`config.mk`:
```
export PLATFORM = sky130hd
export DESIGN_NAME = count24_disp
export DESIGN_NICKNAME = d
export VERILOG_FILES = /design/src/rtl/count24_disp.sv
export SDC_FILE = /design/constraint.sdc
export NUM_CORES = 1
export LEC_CHECK = 0
export BUFFER_PORTS_ARGS = -buffer_cell sky130_fd_sc_hd__buf_2
export CORE_ASPECT_RATIO = 0.9
export CORE_MARGIN = 4
export CORE_UTILIZATION = 40
export CTS_CLUSTER_DIAMETER = 200
export DETAILED_ROUTE_END_ITERATION = 6
export PLACE_DENSITY = 0.58
export SETUP_SLACK_MARGIN = 0.2
export SKIP_LAST_GASP = 1
export SLEW_MARGIN = 25
export SYNTH_ARGS = -nofsm -noshare
export SYNTH_HDL_FRONTEND = slang
export SYNTH_SLANG_ARGS = --single-unit
export TNS_END_PERCENT = 20
```
`constraint.sdc`:
```
create_clock -name clk -period 5.72 [get_ports clk]
set_input_delay 0.858 -clock clk [delete_from_list [all_inputs] [get_ports clk]]
set_output_delay 0.858 -clock clk [all_outputs]
set_load 0.02 [all_outputs]
```
`src/rtl/count24_disp.sv`:
```
// Two-digit hour display driver: samples h10/h1 once per scan frame, validates 00-23 and
// multiplexes the digits onto a common-anode 7-segment bus with blanking and blink.
module count24_disp #(
  parameter int DIV          = 50000,
  parameter int BLINK_FRAMES = 100
) (
  input  logic       clk,
  input  logic       rst,
  input  logic [1:0] h10,
  input  logic [3:0] h1,
  input  logic       blank_lz,
  input  logic       blink_en,
  output logic [6:0] seg,
  output logic [1:0] an,
  output logic       err
);

  localparam int PW = (DIV > 1) ? $clog2(DIV) : 1;
  localparam int BW = (BLINK_FRAMES > 1) ? $clog2(BLINK_FRAMES) : 1;

  typedef enum logic {ONES = 1'b0, TENS = 1'b1} slot_t;

  slot_t         slot, nslot;
  logic [PW-1:0] pre;
  logic          tick;
  logic [1:0]    h10_q, t10;
  logic [3:0]    h1_q, t1, digit;
  logic          cap, legal, dark;
  logic [BW-1:0] bcnt, bcnt_n;
  logic          phase, phase_n, vis, vis_n;
  logic [6:0]    seg_n;
  logic [1:0]    an_n;

  function automatic logic [6:0] enc(input logic [3:0] d);
    case (d)
      4'd0:    enc = 7'h40;
      4'd1:    enc = 7'h79;
      4'd2:    enc = 7'h24;
      4'd3:    enc = 7'h30;
      4'd4:    enc = 7'h19;
      4'd5:    enc = 7'h12;
      4'd6:    enc = 7'h02;
      4'd7:    enc = 7'h78;
      4'd8:    enc = 7'h00;
      4'd9:    enc = 7'h10;
      default: enc = 7'h06;
    endcase
  endfunction

  assign tick = (pre == PW'(DIV - 1));

  always_comb begin
    cap   = (slot == ONES);
    nslot = cap ? TENS : ONES;
    // The capture edge displays the freshly sampled digits, not the stale hold registers.
    t10   = cap ? h10 : h10_q;
    t1    = cap ? h1 : h1_q;
    legal = (t10 <= 2'd2) && (t1 <= 4'd9) && !((t10 == 2'd2) && (t1 > 4'd3));

    bcnt_n  = bcnt;
    phase_n = phase;
    vis_n   = vis;
    if (!blink_en) begin
      bcnt_n  = '0;
      phase_n = 1'b1;
      vis_n   = 1'b1;
    end else if (cap) begin
      // vis latches the phase for the whole frame so both slots blink together.
      vis_n = phase;
      if (bcnt == BW'(BLINK_FRAMES - 1)) begin
        bcnt_n  = '0;
        phase_n = ~phase;
      end else begin
        bcnt_n = bcnt + BW'(1);
      end
    end

    digit = (nslot == TENS) ? {2'b00, t10} : t1;
    seg_n = legal ? enc(digit) : 7'h06;
    dark  = ((nslot == TENS) && blank_lz && (t10 == 2'd0) && legal) || (blink_en && !vis_n);
    an_n  = dark ? 2'b11 : ((nslot == TENS) ? 2'b01 : 2'b10);
  end

  always_ff @(posedge clk) begin
    if (rst) begin
      pre   <= '0;
      slot  <= ONES;
      h10_q <= '0;
      h1_q  <= '0;
      bcnt  <= '0;
      phase <= 1'b1;
      vis   <= 1'b1;
      seg   <= 7'h7F;
      an    <= 2'b11;
      err   <= 1'b0;
    end else begin
      pre <= tick ? '0 : pre + PW'(1);
      if (tick) begin
        slot  <= nslot;
        h10_q <= t10;
        h1_q  <= t1;
        bcnt  <= bcnt_n;
        phase <= phase_n;
        vis   <= vis_n;
        seg   <= seg_n;
        an    <= an_n;
        err   <= !legal;
      end
    end
  end

endmodule
```
==> flow_metrics.py <==
metrics = {
    "detailed_routing": {
        "drt_iter0_markers": 93,
        "via_per_inst": 5.58,
        "ant_nets": 0,
        "num_vias": 1885,
        "wirelength_mm": 4.93,
        "wl_per_cell_microns": 14.6,
        "first_pass_iters": 4,
        "drt_drc_violations_left": 0,
    },
    "worst_setup_path": {
        "arrival_ns": 2.94,
        "crit_fanout": 27,
        "worstPathBufferInverterCount": 0,
        "slowest_stage": "dfxtp_1",
        "crit_start": "slot",
        "cpMostUsedCell": "a211o_1",
        "cp-end-kind": "register",
        "r2r_start": "slot",
        "cpPeakStageDelay_ns": 0.89,
        "required_ns": 5.97,
        "critPathKind": "register to register",
        "critPathTopFamily": "flip-flops",
        "startpoint_type": "register",
        "crit_chain": "mux2i_1, ha_1, and3b_1, a211o_1, a2111oi_0, a211o_1",
    },
    "place": {
        "dp_hpwl_mm": 3.42,
        "place_area_sq_um": 2320,
        "port_buffers": 19,
        "post-place-cells": 329,
        "gp_congestion": 0.792,
    },
    "clocking": {
        "cts_tree": "done",
        "cts-root-buf": "clkbuf_8",
        "cts_buffers": 5,
        "htreeDepth": 2,
        "post-cts-setup-buffers": 0,
        "clk_path_buf_depth": 2,
        "postCtsHoldBufs": 0,
        "clkSinkCount": 42,
        "clock_latency_ns": 0.29,
        "clk_pin_slew_ns": 0.09,
        "post_cts_resized": 0,
    },
    "grt": {
        "antenna_found_initial": 0,
        "grt_max_degree": 28,
        "grt-ovfl-total": 0,
        "grt_pass1_vias": 1763,
        "grt_util_met2_pct": 22.8,
        "top_usage_layer": "met2",
        "grt_usage_pct": 15.3,
        "grt_pass1_wl_mm": 8.49,
        "met3_usage_pct": 3.22,
        "grt_use_met1_pct": 22.1,
    },
    "synthesis": {
        "post-synth-top-area-cell": "dfxtp_1",
        "yosysMostFrequentCell": "dfxtp_1",
        "ys_async_sr_fraction_pct": 0,
        "avgSynthCellArea_sq_um": 8.64,
        "yosysSeqAreaShare_pct": 37.6,
        "synth_seq_cells": 42,
        "synth_common_cells": "42 x dfxtp_1, 23 x nor2_1, 21 x a21oi_1",
        "synth_cell_types": 50,
        "synth_edf_count": 0,
        "syn-instance-count": 259,
        "syn_area_sq_um": 2240,
        "synth_top_area_share_pct": 37.6,
        "ys_warn_count": 0,
        "syn-num-nets": 277,
        "ys_top_cells_by_area": "dfxtp_1 38%, a21oi_1 4.7%, ha_1 4.5%",
        "synth_flop_cell": "dfxtp_1",
    },
    "sta": {
        "tightest_slew_ns": 0.852,
        "slew_viol_final": 0,
        "rsz0062_at_grt": "no",
        "fmax_ghz": 0.371,
        "period_share_pct": 47.1,
        "skew_ns": 0.00586,
        "tns_ns": 0,
        "setup_viol": 0,
        "timing.slew.headroom_pct": 43.1,
        "min_period_ns": 2.70,
        "hold_violations": 0,
    },
    "die": {
        "die_h_microns": 79.0,
        "initial_utilization_pct": 41.8,
        "fp-row-count": 25,
        "io_pins": 20,
        "dieArea_sq_um": 6860,
        "core_sq_um": 5350,
        "die_x_microns": 86.9,
    },
    "worst_hold_path": {
        "worstHoldStart": "pre[0]",
        "hold_class": "register to register",
    },
    "pwr": {
        "vdd_drop_max_mv": 0.200,
        "leakage_uw": 0.000888,
        "power_uw": 607,
        "powerDensity_nw_per_um2": 246,
    },
    "run": {
        "maxCapViolCount": 0,
    },
    "outcome": {
        "outcome": "finished clean",
    },
    "final_layout": {
        "area_growth_syn_to_layout_pct": 10.2,
        "stdcell_area_sq_um": 2470,
        "multiInputGateArea_sq_um": 1270,
        "instances_no_fill": 338,
        "drive_above_1_share_pct": 17.0,
        "diodes": 0,
        "fill_cells": 543,
        "seqCellArea_sq_um": 841,
        "fin_nets": 288,
    },
}
[path summary, 6_finish.rpt]
kind                 end  slack, ns  depth (start not counted)
setup / recovery  seg[4]       3.02                          6
hold / removal    pre[0]       0.45                          1
setup reg to reg  seg[4]       3.02                          6
hold reg to reg   pre[0]       0.45                          1
[placed cells by master, fill, tap and decap left out, types with 8 or more instances in the layout]
cell / netlist / layout
dfxtp_1: 42 / 42
nand4_1: 9 / 9
buf_2: 5 / 19
o21ai_0: 20 / 20
xor2_1: 8 / 8
nand2_1: 17 / 17
nand3_1: 8 / 8
nor2_1: 23 / 23
ha_1: 8 / 8
a21oi_1: 21 / 21
[area by class of cell]
class | instances | share of cell area (%)
clock buffer | 5 | 2.79
clock inverter | 3 | 2.79
inverter | 6 | 0.913
multi-input combinational | 195 | 51.7
sequential | 42 | 34.1
tap | 67 | 3.40
timing repair buffer | 20 | 4.31
[per-stage QoR]
stage,setup WS (ns),hold slack (ns),util (%)
after floorplan,3.37,0.413,-
after global placement,3.07,0.435,43.3
after detailed placement,3.05,0.432,43.3
after CTS,3.03,0.450,45.9
after global routing,2.81,0.494,46.1
final,3.02,0.451,46.1
[cell families after synthesis]
family | count (synthesis) | synth area share [%]
and+or+nand+nor | 100 | 26.4
AOI/OAI and AO/OA | 71 | 19.6
DFF | 42 | 37.6
muxes | 5 | 2.24
xor gates and xnor gates | 11 | 4.30
buffers and inverters | 22 | 5.48
adders and majority gates | 8 | 4.47
[sequential cells by signal, summed over array words and instances (netlist names)]
name   count
seg        7
bcnt       7
pre       16
slot       1
err        1
h1_q       4
vis        1
phase      1
h10_q      2
an         2
[layer usage]
| metal | vias up | part of all wire (%) |
|---|---|---|
| li1 | 961 | - |
| met1 | 896 | 54 |
| met2 | 24 | 42 |
| met3 | 4 | 3.4 |
| met4 | 0 | 0.87 |
| met5 | - | 0 |
[power breakdown]
part,switching [uW],total (uW),leakage (uW),internal (uW)
Clock,110,285,0.0000683,175
Combinational,18.6,27.3,0.000481,8.63
Sequential,1.32,295,0.000339,294
Total,130,607,0.000888,477
(Power assumes the default switching activity.)
